<file path="src/rtl/lector_glifos_pkg.sv">
// Shared definitions for the glyph reader: address/row widths, default glyph map, FSM encoding.
package lector_glifos_pkg;
  localparam int ADDR_W = 11;
  localparam int ROW_W  = 8;
  localparam int FILA_W = 6;
  localparam logic [ADDR_W-1:0] BASE_ADDR_DEF = 11'h420;
  localparam logic [ADDR_W-1:0] STRIDE_DEF    = 11'h030;

  typedef enum logic [1:0] {IDLE, FETCH, LATCH, PRESENT} estado_t;
endpackage

</file>
<file path="src/rtl/lector_glifos_calc.sv">
// Glyph row address: BASE_ADDR + STRIDE*nibble + row, wrapping at 11 bits; non-BCD nibbles map to base 0.
module calc_direccion_glifo
  import lector_glifos_pkg::*;
#(
  parameter logic [ADDR_W-1:0] BASE_ADDR = BASE_ADDR_DEF,
  parameter logic [ADDR_W-1:0] STRIDE    = STRIDE_DEF
) (
  input  logic [3:0]        nibble,
  input  logic [FILA_W-1:0] fila,
  output logic [ADDR_W-1:0] addr,
  output logic              invalido
);
  logic [ADDR_W-1:0] base;

  assign invalido = nibble > 4'd9;
  assign base     = invalido ? '0 : BASE_ADDR + STRIDE * ADDR_W'(nibble);
  assign addr     = base + ADDR_W'(fila);
endmodule

</file>
<file path="src/rtl/lector_glifos.sv">
// Reads two BCD glyphs (tens then units) row by row from ROM and presents them on a valid/ready port.
// Optional GLIFO_ERR_EN: non-BCD digits raise err and present blank rows without ROM reads.
module lector_glifos
  import lector_glifos_pkg::*;
#(
  parameter logic [ADDR_W-1:0] BASE_ADDR = BASE_ADDR_DEF,
  parameter logic [ADDR_W-1:0] STRIDE    = STRIDE_DEF,
  parameter int                ROWS      = 16
) (
  input  logic              clk,
  input  logic              reset,
  input  logic              start,
  input  logic [7:0]        dato,
  output logic              rom_en,
  output logic [ADDR_W-1:0] rom_addr,
  input  logic [ROW_W-1:0]  rom_data,
  output logic              out_valid,
  input  logic              out_ready,
  output logic [ROW_W-1:0]  out_data,
  output logic              out_sel,
  output logic              out_last,
  output logic              busy,
  output logic              err
);
  localparam logic [FILA_W-1:0] LAST_ROW = FILA_W'(ROWS - 1);

  estado_t           estado;
  logic [7:0]        dato_q;
  logic [FILA_W-1:0] fila;
  logic              skip;
  logic [3:0]        c_nib;
  logic [FILA_W-1:0] c_row;
  logic              c_sel, c_inv, c_skip;
  logic [ADDR_W-1:0] c_addr;

  // Row that the next FETCH will target (only consumed on start or on acceptance).
  always_comb begin
    c_nib = out_sel ? dato_q[3:0] : dato_q[7:4];
    c_row = fila;
    c_sel = out_sel;
    if (estado == IDLE) begin
      c_nib = dato[7:4];
      c_row = '0;
      c_sel = 1'b0;
    end else if (fila != LAST_ROW) begin
      c_row = fila + 1'b1;
    end else begin
      c_nib = dato_q[3:0];
      c_row = '0;
      c_sel = 1'b1;
    end
  end

  calc_direccion_glifo #(.BASE_ADDR(BASE_ADDR), .STRIDE(STRIDE)) u_calc (
    .nibble  (c_nib),
    .fila    (c_row),
    .addr    (c_addr),
    .invalido(c_inv)
  );

`ifdef GLIFO_ERR_EN
  assign c_skip = c_inv;
`else
  assign c_skip = 1'b0;
`endif

  // A skipped row still spends its FETCH cycle (strobe held low) so row timing is unchanged.
  always_ff @(posedge clk or posedge reset) begin
    if (reset) begin
      estado    <= IDLE;
      dato_q    <= '0;
      fila      <= '0;
      skip      <= 1'b0;
      rom_en    <= 1'b0;
      rom_addr  <= '0;
      out_valid <= 1'b0;
      out_data  <= '0;
      out_sel   <= 1'b0;
      out_last  <= 1'b0;
      busy      <= 1'b0;
      err       <= 1'b0;
    end else begin
      case (estado)
        IDLE: if (start) begin
          dato_q   <= dato;
          fila     <= '0;
          out_sel  <= 1'b0;
          err      <= c_skip;
          skip     <= c_skip;
          rom_en   <= ~c_skip;
          rom_addr <= c_addr;
          busy     <= 1'b1;
          estado   <= FETCH;
        end
        FETCH: begin
          rom_en <= 1'b0;
          estado <= LATCH;
        end
        LATCH: begin
          out_data  <= skip ? '0 : rom_data;
          out_valid <= 1'b1;
          out_last  <= out_sel && (fila == LAST_ROW);
          estado    <= PRESENT;
        end
        PRESENT: if (out_ready) begin
          out_valid <= 1'b0;
          out_last  <= 1'b0;
          if (out_sel && fila == LAST_ROW) begin
            busy   <= 1'b0;
            estado <= IDLE;
          end else begin
            fila     <= c_row;
            out_sel  <= c_sel;
            err      <= err | c_skip;
            skip     <= c_skip;
            rom_en   <= ~c_skip;
            rom_addr <= c_addr;
            estado   <= FETCH;
          end
        end
        default: estado <= IDLE;
      endcase
    end
  end
endmodule

</file>
<file path="config.mk">
export PLATFORM = sky130hd
export DESIGN_NAME = lector_glifos
export DESIGN_NICKNAME = d
export VERILOG_FILES = /design/src/rtl/lector_glifos_pkg.sv /design/src/rtl/lector_glifos_calc.sv /design/src/rtl/lector_glifos.sv
export SDC_FILE = /design/constraint.sdc
export NUM_CORES = 1
export LEC_CHECK = 0
export BUFFER_PORTS_ARGS = -buffer_cell sky130_fd_sc_hd__buf_4
export CAP_MARGIN = 40
export CORE_UTILIZATION = 40
export CTS_CLUSTER_SIZE = 12
export DETAILED_ROUTE_END_ITERATION = 6
export PLACE_DENSITY = 0.68
export SKIP_LAST_GASP = 1
export SLEW_MARGIN = 20
export SYNTH_ARGS = -nofsm -noshare
export SYNTH_HDL_FRONTEND = slang
export SYNTH_HIERARCHICAL = 1
export SYNTH_SLANG_ARGS = --single-unit
</file>
<file path="constraint.sdc">
create_clock -name clk -period 6.05 [get_ports clk]
set_input_delay 0.3025 -clock clk [delete_from_list [all_inputs] [get_ports clk]]
set_output_delay 0.3025 -clock clk [all_outputs]
set_load 0.01 [all_outputs]
</file>
==> results of run 1 <==
==> per-layer routing <==
layer / share of wire (%) / vias up / GRT usage (%) / wire length (um)
met3: 3.5 / 5 / 3.08 / 176
met5: 0 / - / 0 / 0
met1: 47 / 914 / 20.2 / 2380
met4: 1.5 / 0 / 5.33 / 74
met2: 47 / 39 / 23.9 / 2370
li1: - / 928 / - / -
==> cells in the mapped netlist, types with 3 or more instances <==
cell type  number
mux2_2         19
nand2b_1        4
ha_1           16
xnor2_1         6
nor2_1         10
dfrtp_1        40
a22o_1          5
buf_4           5
clkbuf_1        4
o21ai_0        14
a211oi_1        3
mux2_4          8
inv_1          17
nand3_1         6
nand2_1         9
a21oi_1        14
==> flip-flops by register name, summed over array words and instances, names as in the netlist <==
| name | flops |
|---|---|
| out_data | 8 |
| busy | 1 |
| fila | 6 |
| out_valid | 1 |
| dato_q | 8 |
| rom_addr | 11 |
| estado | 2 |
| rom_en | 1 |
| out_sel | 1 |
| out_last | 1 |
==> power groups by stage <==
stage | combinational (mW) | clock (mW) | sequential, mW
global placement | 1.49 | 0 | 0.449
global route | 1.69 | 0.241 | 0.462
detailed placement | 1.51 | 0 | 0.451
floorplan | 1.24 | 0 | 0.468
finish | 1.52 | 0.230 | 0.445
CTS | 1.51 | 0.237 | 0.447
==> worst max-delay path, cell delays in order, from the launching register on <==
cell and delay (ps):
dfrtp_1 420, ha_1 290, and4b_1 230, a21oi_1 350, a21oi_1 120, a21oi_1 340, inv_1 130, ha_1 290
and2b_1 190, a2bb2oi_2 180, nor2_1 130, ha_1 180, inv_1 60, fa_1 400, nand4bb_1 270, a2111oi_2 330
nor4_1 100, mux2_4 270
==> layout by cell type (no fill, tap or decap), types with 2 or more instances in the layout <==
cell type / instances
mux2i_1: 2
inv_1: 17
clkbuf_8: 5
mux2_4: 8
nand2_1: 9
ha_1: 16
a211oi_1: 3
nand2b_1: 4
nor3b_2: 2
a22o_1: 5
xnor2_2: 2
nand4bb_1: 2
nor3b_1: 2
nor4bb_1: 2
nand3_1: 6
xnor2_1: 6
mux2_2: 19
a21o_1: 2
o21ai_0: 14
nor2_1: 10
buf_4: 44
dfrtp_1: 40
nor3_1: 2
a21oi_1: 14
fa_1: 2
o211ai_1: 2
==> worst min-delay path by stage <==
stage | from | endpoint | slack (ps) | cells after the start
CTS | reset | out_last | 140 | 3
global route | reset | dato_q[1] | 180 | 3
floorplan | out_ready | out_valid | 400 | 1
global placement | reset | out_data[2] | 470 | 3
finish | reset | busy | 120 | 3
detailed placement | reset | dato_q[0] | 470 | 3
==> per-stage QoR <==
| step | std cells | util [%] | instance area, um^2 |
|---|---|---|---|
| 2_1_floorplan | 237 | - | 2630 |
| 3_3_place_gp | 344 | 46.6 | 2960 |
| 3_5_place_dp | 344 | 46.6 | 2960 |
| 4_1_cts | 352 | 48.4 | 3070 |
| 5_1_grt | 354 | 48.7 | 3090 |
| 6_report | 354 | 48.7 | 3090 |
==> cell families (layout without fill, tap and decap cells) <==
family                   Yosys count  after routing
AO/OA/AOI/OAI                     55             55
XOR/XNOR                          10             10
adder cells (fa/ha/maj)           18             18
buffers and inverters             31             71
flip-flops                        40             40
multiplexers                      29             29
other                              1              1
AND/OR/NAND/NOR                   53             53
==> final cells by class <==
| cell class | count | share of cell area [%] |
|---|---|---|
| Clock inverter | 3 | 1.50 |
| Inverter | 17 | 2.06 |
| Multi-Input combinational cell | 166 | 47.4 |
| Timing Repair Buffer | 46 | 11.3 |
| Clock buffer | 5 | 2.23 |
| Sequential cell | 40 | 32.4 |
| Tap cell | 77 | 3.12 |
==> flow_summary.json, run 1 <==
{
  "wirelength_um": 5000,
  "grt_pass1_vias": 1773,
  "gr-usage-all-layers_pct": 15.0,
  "mappedNetlistArea_um2": 2630,
  "numPortBuffers": 43,
  "p_seq_share_pct": 20.3,
  "synth_simple_gate_area_share_pct": 13.2,
  "synth_edf_count": 0,
  "synthArstFlopShare_pct": 100,
  "drt_pass1_iterations": 4,
  "synth_top_family_by_area": "compound AO/OA/AOI/OAI gates",
  "grt_pass1_wl_um": 8450,
  "power.clock.fraction_pct": 10.5,
  "n_antenna_cell": 0,
  "hold_slack_ps": 116,
  "synth_top_cell_by_area": "dfrtp_1",
  "viasPerCell": 5.33,
  "synth_cell_types": 61,
  "synth.ff_latch_count": 40,
  "p_int_mw": 1.27,
  "core_area_um2": 6350,
  "cts_resized": 0,
  "syn_inst": 237,
  "fin_ws_ps": 1670,
  "antenna_left": 0,
  "clk_path_buf_depth": 2,
  "synth_xor_area_share_pct": 4.42,
  "overflow": 0,
  "path_class": "flop to flop",
  "die_w_um": 83.1,
  "die_h_um": 83.1,
  "cts_tree": "done",
  "critPathCapture": "rom_addr[10]",
  "pwr-share-comb_pct": 69.3,
  "htree_num_levels": 2,
  "swShare_pct": 42.2,
  "outcome": "complete, no violations",
  "powerDensity_nw_per_um2": 711,
  "vias": 1886,
  "cts_hold_buf": 0,
  "tns_ps": 0,
  "relSlewSlack_pct": 60.9,
  "ys_warn_count": 6,
  "yosysTopAreaCellShare_pct": 38.1,
  "dp_hpwl_um": 3680,
  "start_util_pct": 41.4,
  "die_area_um2": 6900,
  "fin_crit_ps": 4380,
  "post_cts_buffers": 0,
  "hold_viol_final": 0,
  "max_slew.worst_pin.slew_ps": 587,
  "worstSetupEndpointType": "flop",
  "cts_buffers": 5,
  "reg2reg_depth": 17,
  "max_cap_violations": 0,
  "fin_total_pwr_mw": 2.20,
  "yosys-mux-area-fraction_pct": 13.5,
  "synth_compound_area_share_pct": 15.4,
  "synthAdderAreaFrac_pct": 9.13,
  "final-seq-area_um2": 1000,
  "drtIter0Drc": 95,
  "rows": 29,
  "cp_max_fo": 9,
  "start_kind": "flop",
  "ys_seq_area_share_pct": 38.1,
  "nNetsFinal": 314,
  "synthFlopType": "dfrtp_1",
  "synth_area_leaders": "dfrtp_1, mux2_2, ha_1",
  "wl_per_cell_um": 14.1,
  "rsz0062_at_grt": "no",
  "clock_skew_ps": 11.1,
  "hold_class": "input pin to asynchronous set/reset pin",
  "avgSynthCellArea_um2": 11.1,
  "r2r-end": "rom_addr[10]",
  "drive_gt1_share_pct": 34.7,
  "antenna_found_initial": 0,
  "fmax_mhz": 228,
  "crit_arrival_ps": 4560,
  "cts_root_buf": "clkbuf_8",
  "clock_sinks": 40,
  "drcViolationCount": 0,
  "switching_power_uw": 927,
  "fillers": 560,
  "cp_data_required_time_ps": 6230,
  "crit-reg2reg-launch": "fila[0]",
  "post-route-period-util_pct": 72.4,
  "grt_start_max_net_pins": 41,
  "multi_input_area_um2": 1470,
  "p_leak_nw": 1.44,
  "clk_pin_slew_ps": 90,
  "setup_violations": 0,
  "finalMaxSlewViolations": 0,
  "r2r_slack_ps": 1670,
  "dpl_worst_slack_ps": 1640,
  "cp-startpoint": "fila[0]",
  "gp_congestion": 0.772,
  "io_pins": 45,
  "syn_to_final_growth_pct": 17.5,
  "syn_nets": 275,
  "insertion_delay_ps": 300,
  "ir_drop_v": 0.000301
}
No activity file was read; power rests on OpenSTA's default activity.
==> run 2: changes to the inputs <==
Clock period 6.05 ns to 4.5 ns, I/O delays scaled along.
==> run 2 against run 1 <==
  * Non-clock buffer count increased by 5
  * Cell area rose by 1.7%
  * Clock-buffer cell count is the same
  * Clock power up 33%
  * Setup slack got worse by 1400 ps
  * Largest power group unchanged
  * Sequential share of layout area is 0.53 points lower
  * Global-route usage increased by 0.63 points
  * Maximum frequency is 4.4% higher
  * Via count is 0.11% higher
==> flow_summary.json, run 2 (synthesis gave the netlist of run 1 again) <==
{
  "p_int_mw": 1.73,
  "largest_registers": "rom_addr: 11 flops, dato_q: 8 flops, out_data: 8 flops",
  "die_h_um": 83.1,
  "fin_crit_ps": 4200,
  "hold_viol_final": 0,
  "worstSetupEndpointType": "flop",
  "swShare_pct": 42.1,
  "antenna_left": 0,
  "drcViolationCount": 0,
  "powerDensity_nw_per_um2": 953,
  "max_stage_delay_ps": 480,
  "p_seq_share_pct": 20.0,
  "core_area_um2": 6350,
  "drtIter0Drc": 82,
  "wirelength_um": 5090,
  "switching_power_mw": 1.26,
  "clk_path_buf_depth": 2,
  "finalMaxSlewViolations": 0,
  "cp_data_required_time_ps": 4680,
  "overflow": 0,
  "clk_pin_slew_ps": 90,
  "regMostFlops": "rom_addr",
  "start_util_pct": 41.4,
  "clock_sinks": 40,
  "setup_violations": 0,
  "post-route-period-util_pct": 93.2,
  "grt_pass1_vias": 1867,
  "max_cap_violations": 0,
  "drive_gt1_share_pct": 37.2,
  "final-seq-area_um2": 1000,
  "multi_input_area_um2": 1480,
  "die_w_um": 83.1,
  "htree_num_levels": 2,
  "cts_root_buf": "clkbuf_8",
  "grt_pass1_wl_um": 8800,
  "syn_to_final_growth_pct": 19.5,
  "pwr-share-comb_pct": 69.8,
  "relSlewSlack_pct": 63.6,
  "cts_hold_buf": 0,
  "hold_class": "input pin to asynchronous set/reset pin",
  "reg2reg_depth": 16,
  "fmax_mhz": 238,
  "drt_pass1_iterations": 6,
  "nNetsFinal": 319,
  "largest_reg_flops": 11,
  "p_leak_nw": 1.47,
  "max_slew.worst_pin.slew_ps": 537,
  "dp_hpwl_um": 3750,
  "cp_num_cells": 16,
  "fillers": 556,
  "slowest_stage": "fa_1",
  "cp_num_buf_inv": 2,
  "final_util_pct": 49.5,
  "outcome": "complete, no violations",
  "io_pins": 45,
  "wl_per_cell_um": 14.2,
  "antenna_found_initial": 0,
  "grt_start_max_net_pins": 41,
  "hold_slack_ps": 43.2,
  "vias": 1888,
  "crit_arrival_ps": 4380,
  "clock_skew_ps": 8.23,
  "cp_max_fo": 7,
  "power.clock.fraction_pct": 10.2,
  "cts_tree": "done",
  "path_class": "flop to flop",
  "gp_congestion": 0.795,
  "ir_drop_v": 0.000388,
  "mostFrequentLayoutCell": "buf_4",
  "crit_family": "compound AO/OA/AOI/OAI gates",
  "rows": 29,
  "tns_ps": 0,
  "n_antenna_cell": 0,
  "path_cells": "ha_1 -> and4b_1 -> a21oi_2 -> a21oi_1 -> a21oi_1 -> ha_1 -> inv_1 -> fa_1 -> inv_1 -> ha_2 -> nand4bb_1 -> o221a_1 -> a22o_1 -> a2111oi_2 -> nor4_1 -> mux2_4",
  "insertion_delay_ps": 300,
  "start_kind": "flop",
  "numPortBuffers": 43,
  "cts_buffers": 5,
  "fin_total_pwr_mw": 2.99,
  "final_cell_mix": "buf_4, dfrtp_1, mux2_2",
  "viasPerCell": 5.26,
  "gr-usage-all-layers_pct": 15.6,
  "die_area_um2": 6900
}
## run 2: cell types whose count changed in the layout (fill, tap and decap cells not counted), sizes merged
| cell | previous run | this run |
|---|---|---|
| buf | 45 | 51 |
| clkbuf | 6 | 5 |
## run 2: power groups by stage
stage	logic [mW]	registers [mW]	clock network (mW)
6_report	2.09	0.598	0.305
5_1_grt	2.31	0.620	0.331
4_1_cts	2.06	0.600	0.316
3_5_place_dp	2.05	0.606	0
3_3_place_gp	2.01	0.604	0
2_1_floorplan	1.67	0.630	0
## run 2: path summary, 6_finish.rpt
check	from	end	slack, ps
max	fila[0]	rom_addr[10]	300
max in group asynchronous	reset	rom_addr[7]	4100
min in group clk	dato[0]	dato_q[0]	150
min	reset	dato_q[5]	40
max reg2reg	fila[0]	rom_addr[10]	300
min reg2reg	out_last	out_last	500
## run 2: what timing repair did
action | in CTS | in global routing
gates resized for setup | 0 | 4
buffers inserted | 0 | 3
setup endpoints to repair | 0 | 2
## run 2: cell type report
cell class / instances / share of cell area [%]
timing repair buffer: 51 / 12.3
clock inverter: 3 / 1.47
tap: 77 / 3.07
clock buffer: 5 / 2.19
sequential: 40 / 31.9
multi-input combinational: 166 / 47.1
inverter: 17 / 2.03
## run 2: per-layer routing
layer / track usage [%] / share of wire (%)
met1: 19.9 / 48
met3: 3.28 / 2.8
met4: 5.17 / 1.4
met2: 26.4 / 48
met5: 0 / 0
## run 2: worst min-delay path: stages
cell,delay (ps)
buf_4,110
inv_1,40
buf_4,430
## run 2: through the flow
| step | area, um^2 | setup slack (ps) | cells |
|---|---|---|---|
| finish | 3140 | 305 | 359 |
| global route | 3140 | -2.02 | 359 |
| CTS | 3090 | 124 | 355 |
| detailed placement | 2980 | 144 | 347 |
| global placement | 2980 | 224 | 347 |
| floorplan | 2630 | 542 | 237 |
